File: src/rtl/shift_issue_stage_if.sv
// ---------------------------------------------------------------------------
// shift_issue_stage_if
// Bus bundle between register-file read (ID) and the shift/lui issue stage.
//   Upstream side   : flush, in_valid, in_ready, instr, rs_val, rt_val
//   Downstream side : out_valid, out_ready, A, B, Shamt, sel, rd, wr_en, out_hit
// Modports:
//   slave  - the issue stage (consumes instr/operands, produces operands)
//   master - the surrounding pipeline (drives instr/operands, consumes result)
// ---------------------------------------------------------------------------
interface shift_issue_stage_if #(
    parameter int N     = 32,
    parameter int REG_W = 5
);
    logic             flush;
    logic             in_valid;
    logic             in_ready;
    logic [31:0]      instr;
    logic [N-1:0]     rs_val;
    logic [N-1:0]     rt_val;
    logic             out_valid;
    logic             out_ready;
    logic [N-1:0]     A;
    logic [N-1:0]     B;
    logic [4:0]       Shamt;
    logic [1:0]       sel;
    logic [REG_W-1:0] rd;
    logic             wr_en;
    logic             out_hit;

    modport slave (
        input  flush, in_valid, instr, rs_val, rt_val, out_ready,
        output in_ready, out_valid, A, B, Shamt, sel, rd, wr_en, out_hit
    );

    modport master (
        output flush, in_valid, instr, rs_val, rt_val, out_ready,
        input  in_ready, out_valid, A, B, Shamt, sel, rd, wr_en, out_hit
    );
endinterface

File: src/rtl/shift_issue_stage.sv
// ---------------------------------------------------------------------------
// shift_issue_stage
// Decode/issue register in front of the shift/lui unit in the EX path.
// Decodes sll/srl/sra, sllv/srlv/srav and lui, picks the shift amount
// (instruction field or rs_val[4:0]) and registers A, B, Shamt, sel, rd,
// wr_en and out_hit behind a single-entry valid/ready pipeline register.
// Ports:
//   clk    - rising-edge clock
//   rst_n  - asynchronous active-low reset, clears every output register
//   bus    - shift_issue_stage_if.slave (handshake, instruction, operands,
//            registered decode results; see the interface header)
// ---------------------------------------------------------------------------
module shift_issue_stage #(
    parameter int N     = 32,
    parameter int REG_W = 5
) (
    input  logic                 clk,
    input  logic                 rst_n,
    shift_issue_stage_if.slave   bus
);

    typedef enum logic [1:0] {
        SEL_SLL = 2'b00,
        SEL_SRL = 2'b01,
        SEL_SRA = 2'b10,
        SEL_LUI = 2'b11
    } sel_e;

    localparam logic [5:0] OP_SPECIAL = 6'h00;
    localparam logic [5:0] OP_LUI     = 6'h0F;

    // ---------------- combinational decode ----------------
    logic [5:0]       opcode;
    logic [5:0]       funct;
    logic [N-1:0]     b_d;
    logic [4:0]       shamt_d;
    sel_e             sel_d;
    logic [REG_W-1:0] rd_d;
    logic             hit_d;
    logic             wr_en_d;

    assign opcode = bus.instr[31:26];
    assign funct  = bus.instr[5:0];

    // NOTE: every signal gets a default before the case so no path leaves it
    // unassigned; otherwise synthesis infers a latch.
    always_comb begin
        b_d     = bus.rt_val;
        shamt_d = 5'd0;
        sel_d   = SEL_SLL;
        rd_d    = '0;
        hit_d   = 1'b0;
        if (opcode == OP_SPECIAL) begin
            case (funct)
                6'h00, 6'h02, 6'h03: begin
                    hit_d   = 1'b1;
                    shamt_d = bus.instr[10:6];
                    rd_d    = REG_W'(bus.instr[15:11]);
                end
                6'h04, 6'h06, 6'h07: begin
                    hit_d   = 1'b1;
                    // Only the low five bits of rs form the amount; A still
                    // carries the full rs value.
                    shamt_d = bus.rs_val[4:0];
                    rd_d    = REG_W'(bus.instr[15:11]);
                end
                default: ;
            endcase
            // funct[1:0] encodes the direction for both fixed and variable forms.
            if (hit_d) begin
                case (funct[1:0])
                    2'b10:   sel_d = SEL_SRL;
                    2'b11:   sel_d = SEL_SRA;
                    default: sel_d = SEL_SLL;
                endcase
            end
        end else if (opcode == OP_LUI) begin
            hit_d = 1'b1;
            sel_d = SEL_LUI;
            b_d   = {{(N-16){1'b0}}, bus.instr[15:0]};
            rd_d  = REG_W'(bus.instr[20:16]);
        end
        // Writes to $0 are suppressed, so a nop decodes as hit without write.
        wr_en_d = hit_d && (rd_d != '0);
    end

    // ---------------- handshake ----------------
    logic out_valid_q;
    logic load;

    // Flush deliberately does not gate in_ready; it only blocks the load.
    assign bus.in_ready = !out_valid_q || bus.out_ready;
    assign load         = bus.in_valid && bus.in_ready && !bus.flush;

    // ---------------- pipeline register ----------------
    logic [N-1:0]     a_q;
    logic [N-1:0]     b_q;
    logic [4:0]       shamt_q;
    logic [1:0]       sel_q;
    logic [REG_W-1:0] rd_q;
    logic             wr_en_q;
    logic             hit_q;

    // NOTE: the data registers are reset along with out_valid because the
    // outputs must read all-zero during reset, not just be marked invalid.
    always_ff @(posedge clk or negedge rst_n) begin
        if (!rst_n) begin
            out_valid_q <= 1'b0;
            a_q         <= '0;
            b_q         <= '0;
            shamt_q     <= '0;
            sel_q       <= '0;
            rd_q        <= '0;
            wr_en_q     <= 1'b0;
            hit_q       <= 1'b0;
        end else if (bus.flush) begin
            // Squash wins over both load and consume; data simply holds.
            out_valid_q <= 1'b0;
        end else if (load) begin
            out_valid_q <= 1'b1;
            a_q         <= bus.rs_val;
            b_q         <= b_d;
            shamt_q     <= shamt_d;
            sel_q       <= sel_d;
            rd_q        <= rd_d;
            wr_en_q     <= wr_en_d;
            hit_q       <= hit_d;
        end else if (bus.out_ready) begin
            out_valid_q <= 1'b0;
        end
    end

    assign bus.out_valid = out_valid_q;
    assign bus.A         = a_q;
    assign bus.B         = b_q;
    assign bus.Shamt     = shamt_q;
    assign bus.sel       = sel_q;
    assign bus.rd        = rd_q;
    assign bus.wr_en     = wr_en_q;
    assign bus.out_hit   = hit_q;

endmodule

File: src/flat_wrapper.sv
// flat-port wrapper written by rule: the top's interface ports become plain ports
module shift_issue_stage_flat 
#(
    parameter int N     = 32,
    parameter int REG_W = 5
)
  (clk, rst_n, bus_flush, bus_in_valid, bus_instr, bus_rs_val, bus_rt_val, bus_out_ready, bus_in_ready, bus_out_valid, bus_A, bus_B, bus_Shamt, bus_sel, bus_rd, bus_wr_en, bus_out_hit);
  shift_issue_stage_if #(.N(N), .REG_W(REG_W)) bus_i ();
  input  logic clk;
  input  logic rst_n;
  input wire logic [$bits(bus_i.flush)-1:0] bus_flush;
  input wire logic [$bits(bus_i.in_valid)-1:0] bus_in_valid;
  input wire logic [$bits(bus_i.instr)-1:0] bus_instr;
  input wire logic [$bits(bus_i.rs_val)-1:0] bus_rs_val;
  input wire logic [$bits(bus_i.rt_val)-1:0] bus_rt_val;
  input wire logic [$bits(bus_i.out_ready)-1:0] bus_out_ready;
  output wire logic [$bits(bus_i.in_ready)-1:0] bus_in_ready;
  output wire logic [$bits(bus_i.out_valid)-1:0] bus_out_valid;
  output wire logic [$bits(bus_i.A)-1:0] bus_A;
  output wire logic [$bits(bus_i.B)-1:0] bus_B;
  output wire logic [$bits(bus_i.Shamt)-1:0] bus_Shamt;
  output wire logic [$bits(bus_i.sel)-1:0] bus_sel;
  output wire logic [$bits(bus_i.rd)-1:0] bus_rd;
  output wire logic [$bits(bus_i.wr_en)-1:0] bus_wr_en;
  output wire logic [$bits(bus_i.out_hit)-1:0] bus_out_hit;
  assign bus_i.flush = bus_flush;
  assign bus_i.in_valid = bus_in_valid;
  assign bus_i.instr = bus_instr;
  assign bus_i.rs_val = bus_rs_val;
  assign bus_i.rt_val = bus_rt_val;
  assign bus_i.out_ready = bus_out_ready;
  assign bus_in_ready = bus_i.in_ready;
  assign bus_out_valid = bus_i.out_valid;
  assign bus_A = bus_i.A;
  assign bus_B = bus_i.B;
  assign bus_Shamt = bus_i.Shamt;
  assign bus_sel = bus_i.sel;
  assign bus_rd = bus_i.rd;
  assign bus_wr_en = bus_i.wr_en;
  assign bus_out_hit = bus_i.out_hit;
  shift_issue_stage #(.N(N), .REG_W(REG_W)) u_core (.clk(clk), .rst_n(rst_n), .bus(bus_i));
endmodule
File: config.mk
export PLATFORM = sky130hd
export DESIGN_NAME = shift_issue_stage_flat
export DESIGN_NICKNAME = d
export VERILOG_FILES = /design/src/rtl/shift_issue_stage_if.sv /design/src/rtl/shift_issue_stage.sv /design/src/flat_wrapper.sv
export SDC_FILE = /design/constraint.sdc
export NUM_CORES = 1
export LEC_CHECK = 0
export BUFFER_PORTS_ARGS = -buffer_cell sky130_fd_sc_hd__buf_2
export CORE_UTILIZATION = 35
export CTS_BUF_LIST = sky130_fd_sc_hd__clkbuf_4 sky130_fd_sc_hd__clkbuf_8
export CTS_CLUSTER_DIAMETER = 150
export DETAILED_ROUTE_END_ITERATION = 8
export PLACE_DENSITY = 0.65
export SYNTH_ARGS = -nofsm -noshare
export SYNTH_HDL_FRONTEND = slang
export SYNTH_SLANG_ARGS = --single-unit
File: constraint.sdc
create_clock -name clk -period 1.4 [get_ports clk]
set_input_delay 0.21 -clock clk [delete_from_list [all_inputs] [get_ports clk]]
set_output_delay 0.21 -clock clk [all_outputs]
set_load 0.02 [all_outputs]
==> results of run 1 <==
[final timing paths]
path,slack [ns],end,cells after the start,from
max in group asynchronous,0.58,u_core.bus.out_valid,3,rst_n
min in group asynchronous,0.41,u_core.bus.A[3],3,rst_n
worst max register to register,0.03,u_core.bus.wr_en,5,u_core.bus.out_valid
worst min register to register,0.47,u_core.bus.B[21],2,u_core.bus.B[21]
worst min-delay path,0.06,u_core.bus.A[12],3,bus_rs_val[12]
worst max-delay path,0.03,u_core.bus.wr_en,5,u_core.bus.out_valid
[timing repair]
action / in CTS / in global routing
cloned: 0 / 2
setup endpoints to repair: 1 / 33
hold buffers: 1 / 0
endpoints found under the hold margin: 79 / 0
buffers inserted: 0 / 1
resized for setup: 1 / 16
[cell usage in the layout (no fill, tap or decap), drive strengths merged]
cell type / n
a21oi: 3
a221oi: 5
a31oi: 18
and4: 1
buf: 194
bufinv: 1
clkbuf: 12
clkinv: 1
clkinvlp: 2
dfrtp: 79
dlygate4sd3: 1
inv: 3
mux2i: 5
nand2: 165
nand2b: 1
nand3: 17
nand3b: 1
nand4: 2
nor2: 33
nor2b: 1
nor3: 3
nor3b: 1
nor4: 1
o21a: 1
o21ai: 1
o221a: 1
o31ai: 5
or3: 1
or4: 1
[state kept, by name (all words and copies together), names as in the netlist]
name / flops
u_core.bus.out_hit: 1
u_core.bus.sel: 2
u_core.bus.B: 32
u_core.bus.A: 32
u_core.bus.rd: 5
u_core.bus.Shamt: 5
u_core.bus.out_valid: 1
u_core.bus.wr_en: 1
[metal layers]
| layer | share of wire | up-vias | global-route usage |
|---|---|---|---|
| met5 | 0 | - | 0 |
| met4 | 0.014 | 0 | 0.0814 |
| met3 | 0.069 | 14 | 0.0471 |
| met2 | 0.48 | 130 | 0.291 |
| met1 | 0.44 | 1486 | 0.228 |
| li1 | - | 1579 | - |
[power groups by stage]
| stage | Sequential [mW] | Combinational, mW | Clock (mW) |
|---|---|---|---|
| after floorplan | 3.19 | 0.378 | 0 |
| after global placement | 2.78 | 1.42 | 0 |
| after detailed placement | 2.79 | 1.44 | 0 |
| after CTS | 2.75 | 1.45 | 1.74 |
| after global routing | 2.79 | 1.60 | 1.83 |
| final | 2.75 | 1.47 | 1.66 |
[critical path: cells and delay by family, from the launching register on]
family	cells	cell delay [ns]
buffers and inverters	1	0.19
and+or+nand+nor	2	0.37
AOI/OAI and AO/OA	2	0.29
DFF	1	0.41
[area by class of cell]
cell class / instances / area, sq um / area share
well taps: 111 / 139 / 0.0292
repair buffers: 197 / 1170 / 0.246
inverters: 2 / 7.51 / 0.00158
clock inverters: 5 / 58.8 / 0.0123
multi-input cells: 267 / 1280 / 0.268
flip-flops and latches: 79 / 1980 / 0.415
clock buffers: 10 / 131 / 0.0276
[logic make-up after synthesis]
group           synth area share
simple gates               0.279
flops                      0.597
compound gates            0.0703
buf+inv                   0.0386
mux                       0.0151
==> results.sh, run 1 <==
export IMPL_slowest_delay_ns=0.41
export IMPL_irDropWorstVdd_mv=0.529
export IMPL_finalSetupViolCount=0
export IMPL_grt_pass1_vias=2938
export IMPL_grt_pass1_wl_microns=13900
export IMPL_fin_tns_setup_ns=0
export IMPL_dpl_worst_slack_ns=-0.0240
export IMPL_diodes=0
export IMPL_drt_wl_total_microns=9140
export IMPL_tightest_slew_ns=0.448
export IMPL_drt_initial_drc_count=89
export IMPL_fill_cells=923
export IMPL_synth_edf_count=0
export IMPL_worstSkewPairLatency_ns=0.34
export IMPL_fin_ws_ns=0.0310
export IMPL_synth_commonest_cells="nand2_1 (165), dfrtp_1 (79), nor2_1 (33)"
export IMPL_required_ns=1.62
export IMPL_synth_area_leaders="dfrtp_1 (60%), nand2_1 (19%), nor2_1 (3.7%), a31oi_1 (3.4%), buf_2 (3.0%)"
export IMPL_final_nets=657
export IMPL_stdcell_count=671
export IMPL_antenna_found_initial=0
export IMPL_final_area_sq_um=4760
export IMPL_endpoint_kind="flip-flop"
export IMPL_p_leak_nw=2.60
export IMPL_yosysSeqAreaShare=0.597
export IMPL_cts_max_path_buffers=2
export IMPL_p_clk_frac=0.283
export IMPL_yosysMostFrequentCell="nand2_1"
export IMPL_fin_hold_ws_ns=0.0574
export IMPL_fmax_mhz=730
export IMPL_dp_cells=652
export IMPL_grt_max_degree=80
export IMPL_syn2layout_area_growth_pct=43.9
export IMPL_power_share_combinational=0.250
export IMPL_cts_root_buffer="clkbuf_8"
export IMPL_start_util=0.360
export IMPL_critPathLaunchType="flip-flop"
export IMPL_slowest_stage="dfrtp_2"
export IMPL_syn_inst=373
export IMPL_power_total_mw=5.88
export IMPL_cp_cell_sequence="nor2b_4 -> nor3b_4 -> buf_6 -> o21ai_1 -> o221a_1"
export IMPL_synth_area_leader_cell="dfrtp_1"
export IMPL_period_share=0.978
export IMPL_status="complete, no violations"
export IMPL_arrival_ns=1.59
export IMPL_power_density_nw_per_um2=1230
export IMPL_hold_class="input port to flip-flop"
export IMPL_routedWlPerCell_microns=13.6
export IMPL_avgSynthCellArea_sq_um=8.87
export IMPL_htree_levels=3
export IMPL_via_count=3209
export IMPL_power_switching_mw=1.90
export IMPL_die_w_microns=99.2
export IMPL_ys_flop_type="dfrtp_1"
export IMPL_final_max_slew_viol_count=0
export IMPL_port_buffers=175
export IMPL_cts_sinks=79
export IMPL_ant_nets=0
export IMPL_synth_seq_cells=79
export IMPL_final_util=0.518
export IMPL_cts_buffers=9
export IMPL_synth_nets=474
export IMPL_place_gp_congestion=0.751
export IMPL_cts_clk_slew_worst_paths_ns=0.08
export IMPL_seqPwrFrac=0.467
export IMPL_coreArea_sq_um=9200
export IMPL_synth_top_cell_area_share=0.597
export IMPL_cts_tree="built"
export IMPL_post_drt_via_cell_ratio=4.78
export IMPL_grt_usage=0.180
export IMPL_cp_max_fo=8
export IMPL_grt_setup_unrepaired="yes"
export IMPL_grt_overflow_total=0
export IMPL_fin_crit_ns=1.37
export IMPL_postPlaceCellArea_sq_um=4440
export IMPL_ioPinCount=181
export IMPL_ys_warnings_count=0
export IMPL_drcViolationCount=0
export IMPL_dpl_hpwl_microns=6590
export IMPL_dieHeight_microns=99.2
export IMPL_p_int_mw=3.98
export IMPL_path_class="flip-flop to flip-flop"
export IMPL_synthArstFlopShare=1.00
export IMPL_die_area_sq_um=9850
export IMPL_drive_gt1_frac=0.413
export IMPL_placementRows=35
export IMPL_firstDrtPassIters=6
export IMPL_synth_cell_types=28
export IMPL_maxCapViolCount=0
export IMPL_syn_area_sq_um=3310
export IMPL_hold_violations=0
export IMPL_max_slew_margin=0.702
export IMPL_swShare=0.323
export IMPL_fin_worst_skew_ns=0.0104
Power figures use the tool's default switching activity.
==> run 2, diff against run 1 <==
--- a/config.mk
+++ b/config.mk
@@ -6,11 +6,15 @@
 export NUM_CORES = 1
 export LEC_CHECK = 0
 export BUFFER_PORTS_ARGS = -buffer_cell sky130_fd_sc_hd__buf_2
-export CORE_UTILIZATION = 35
+export CELL_PAD_IN_SITES_DETAIL_PLACEMENT = 1
+export CELL_PAD_IN_SITES_GLOBAL_PLACEMENT = 1
+export CORE_ASPECT_RATIO = 1.75
+export CORE_UTILIZATION = 32
 export CTS_BUF_LIST = sky130_fd_sc_hd__clkbuf_4 sky130_fd_sc_hd__clkbuf_8
 export CTS_CLUSTER_DIAMETER = 150
+export CTS_CLUSTER_SIZE = 12
 export DETAILED_ROUTE_END_ITERATION = 8
-export PLACE_DENSITY = 0.65
+export PLACE_DENSITY_LB_ADDON = 0.1
 export SYNTH_ARGS = -nofsm -noshare
 export SYNTH_HDL_FRONTEND = slang
 export SYNTH_SLANG_ARGS = --single-unit
==> results.sh, run 2 (synthesis results as in run 1) <==
export IMPL_power_total_mw=6.29
export IMPL_max_slew_margin=0.689
export IMPL_drt_initial_drc_count=105
export IMPL_cts_sinks=79
export IMPL_via_count=3392
export IMPL_dieHeight_microns=137
export IMPL_grt_pass1_wl_microns=17200
export IMPL_grt_setup_unrepaired="yes"
export IMPL_drt_wl_total_microns=11800
export IMPL_cp_top_family="flip-flops"
export IMPL_grt_use_met1=0.225
export IMPL_final_max_slew_viol_count=0
export IMPL_cts_tree="built"
export IMPL_fin_ws_ns=-0.0436
export IMPL_r2r_end="u_core.bus.wr_en"
export IMPL_period_share=1.03
export IMPL_place_gp_congestion=0.729
export IMPL_dpl_worst_slack_ns=-0.121
export IMPL_min_from="bus_rs_val[14]"
export IMPL_required_ns=1.63
export IMPL_maxCapViolCount=0
export IMPL_coreArea_sq_um=9970
export IMPL_grt_busiest_layer="met2"
export IMPL_violations="negative setup slack"
export IMPL_hold_violations=0
export IMPL_irDropWorstVdd_mv=0.462
export IMPL_path_buf_inv=2
export IMPL_drive_gt1_frac=0.455
export IMPL_r2r_slack_ns=-0.04
export IMPL_fin_crit_ns=1.44
export IMPL_final_area_sq_um=5120
export IMPL_critPathLaunchType="flip-flop"
export IMPL_diodes=0
export IMPL_grt_usage=0.208
export IMPL_slowest_stage="dfrtp_2"
export IMPL_fin_hold_ws_ns=0.0425
export IMPL_start_util=0.332
export IMPL_ant_nets=0
export IMPL_use_met2=0.382
export IMPL_reg2reg_depth=6
export IMPL_stdcell_count=699
export IMPL_power_density_nw_per_um2=1230
export IMPL_p_leak_nw=2.75
export IMPL_post_drt_via_cell_ratio=4.85
export IMPL_tightest_slew_ns=0.462
export IMPL_syn2layout_area_growth_pct=54.7
export IMPL_drcViolationCount=0
export IMPL_hold_depth=3
export IMPL_cts_clk_slew_worst_paths_ns=0.09
export IMPL_final_common_cell="buf_2"
export IMPL_antenna_found_initial=0
export IMPL_cp_cell_sequence="nor2b_4 -> nor3b_4 -> buf_6 -> buf_12 -> o21ai_1 -> o221a_1"
export IMPL_fmax_mhz=693
export IMPL_met3_usage=0.0513
export IMPL_arrival_ns=1.67
export IMPL_placementRows=48
export IMPL_cp_max_fo=7
export IMPL_firstDrtPassIters=4
export IMPL_cts_max_path_buffers=2
export IMPL_ioPinCount=181
export IMPL_dp_cells=670
export IMPL_r2r_start="u_core.bus.out_valid"
export IMPL_fin_worst_skew_ns=0.0101
export IMPL_slowest_delay_ns=0.40
export IMPL_finalSetupViolCount=9
export IMPL_cts_root_buffer="clkbuf_8"
export IMPL_fill_cells=1252
export IMPL_postPlaceCellArea_sq_um=4500
export IMPL_final_cell_mix="buf_2 (174), nand2_1 (144), dfrtp_1 (78)"
export IMPL_cts_buffers=9
export IMPL_htree_levels=3
export IMPL_routedWlPerCell_microns=16.8
export IMPL_final_nets=670
export IMPL_dpl_hpwl_microns=8120
export IMPL_port_buffers=175
export IMPL_die_area_sq_um=10800
export IMPL_worstSkewPairLatency_ns=0.35
export IMPL_grt_overflow_total=0
export IMPL_status="complete, but fails checks"
export IMPL_endpoint_kind="flip-flop"
export IMPL_whs_endpoint="u_core.bus.A[14]"
export IMPL_grt_pass1_vias=3597
export IMPL_hold_class="input port to flip-flop"
export IMPL_path_class="flip-flop to flip-flop"
export IMPL_die_w_microns=78.9
export IMPL_grt_max_degree=80
-- run 2: final cells by class --
cell class	count	area, sq um	area share
clock buffers	11	139	0.0271
multi-input cells	267	1360	0.266
repair buffers	210	1400	0.272
clock inverters	5	82.6	0.0161
flip-flops and latches	79	1980	0.386
well taps	125	156	0.0305
inverters	2	7.51	0.00147
-- run 2: per-stage QoR --
stage | setup TNS (ns) | utilization
2_1_floorplan | 0 | -
3_3_place_gp | -0.0226 | 0.452
3_5_place_dp | -0.935 | 0.452
4_1_cts | -0.186 | 0.475
5_1_grt | -2.81 | 0.514
6_report | -0.123 | 0.514
-- run 2: metal layers --
metal  vias to the layer above  part of all wire  wire (microns)
met5                         -                 0               0
met4                         0             0.022             262
met3                        17             0.058             679
met2                       122              0.57            6730
met1                      1645              0.35            4110
li1                       1608                 -               -
-- run 2: worst max-delay path by stage --
stage,cells past startpoint,slack [ns],endpoint,start
after floorplan,7,0.02,u_core.bus.rd[2],u_core.bus.out_valid
after global placement,5,-0.008,u_core.bus.Shamt[4],bus_instr[29]
after detailed placement,5,-0.12,u_core.bus.Shamt[0],bus_instr[29]
after CTS,6,-0.03,u_core.bus.B[9],u_core.bus.out_valid
after global routing,6,-0.11,u_core.bus.wr_en,u_core.bus.out_valid
final,6,-0.04,u_core.bus.wr_en,u_core.bus.out_valid
-- run 2: repair_timing --
item | CTS | global route
gates resized for setup | 1 | 43
setup endpoints to repair | 28 | 48
pin swaps | 0 | 13
hold buffers | 1 | 0
gates cloned | 0 | 8
endpoints found under the hold margin | 79 | 0
buffers inserted | 0 | 4
-- run 2: worst min-delay path: stages --
cell and delay [ns]:
buf_2 0.07, nand2_1 0.04, nand2_1 0.04
-- run 2: power breakdown --
group	switching (mW)	internal [mW]	total (mW)	leakage, nW
logic	0.983	0.628	1.61	1.69
clock network	0.862	1.05	1.91	0.103
registers	0.182	2.59	2.77	0.960
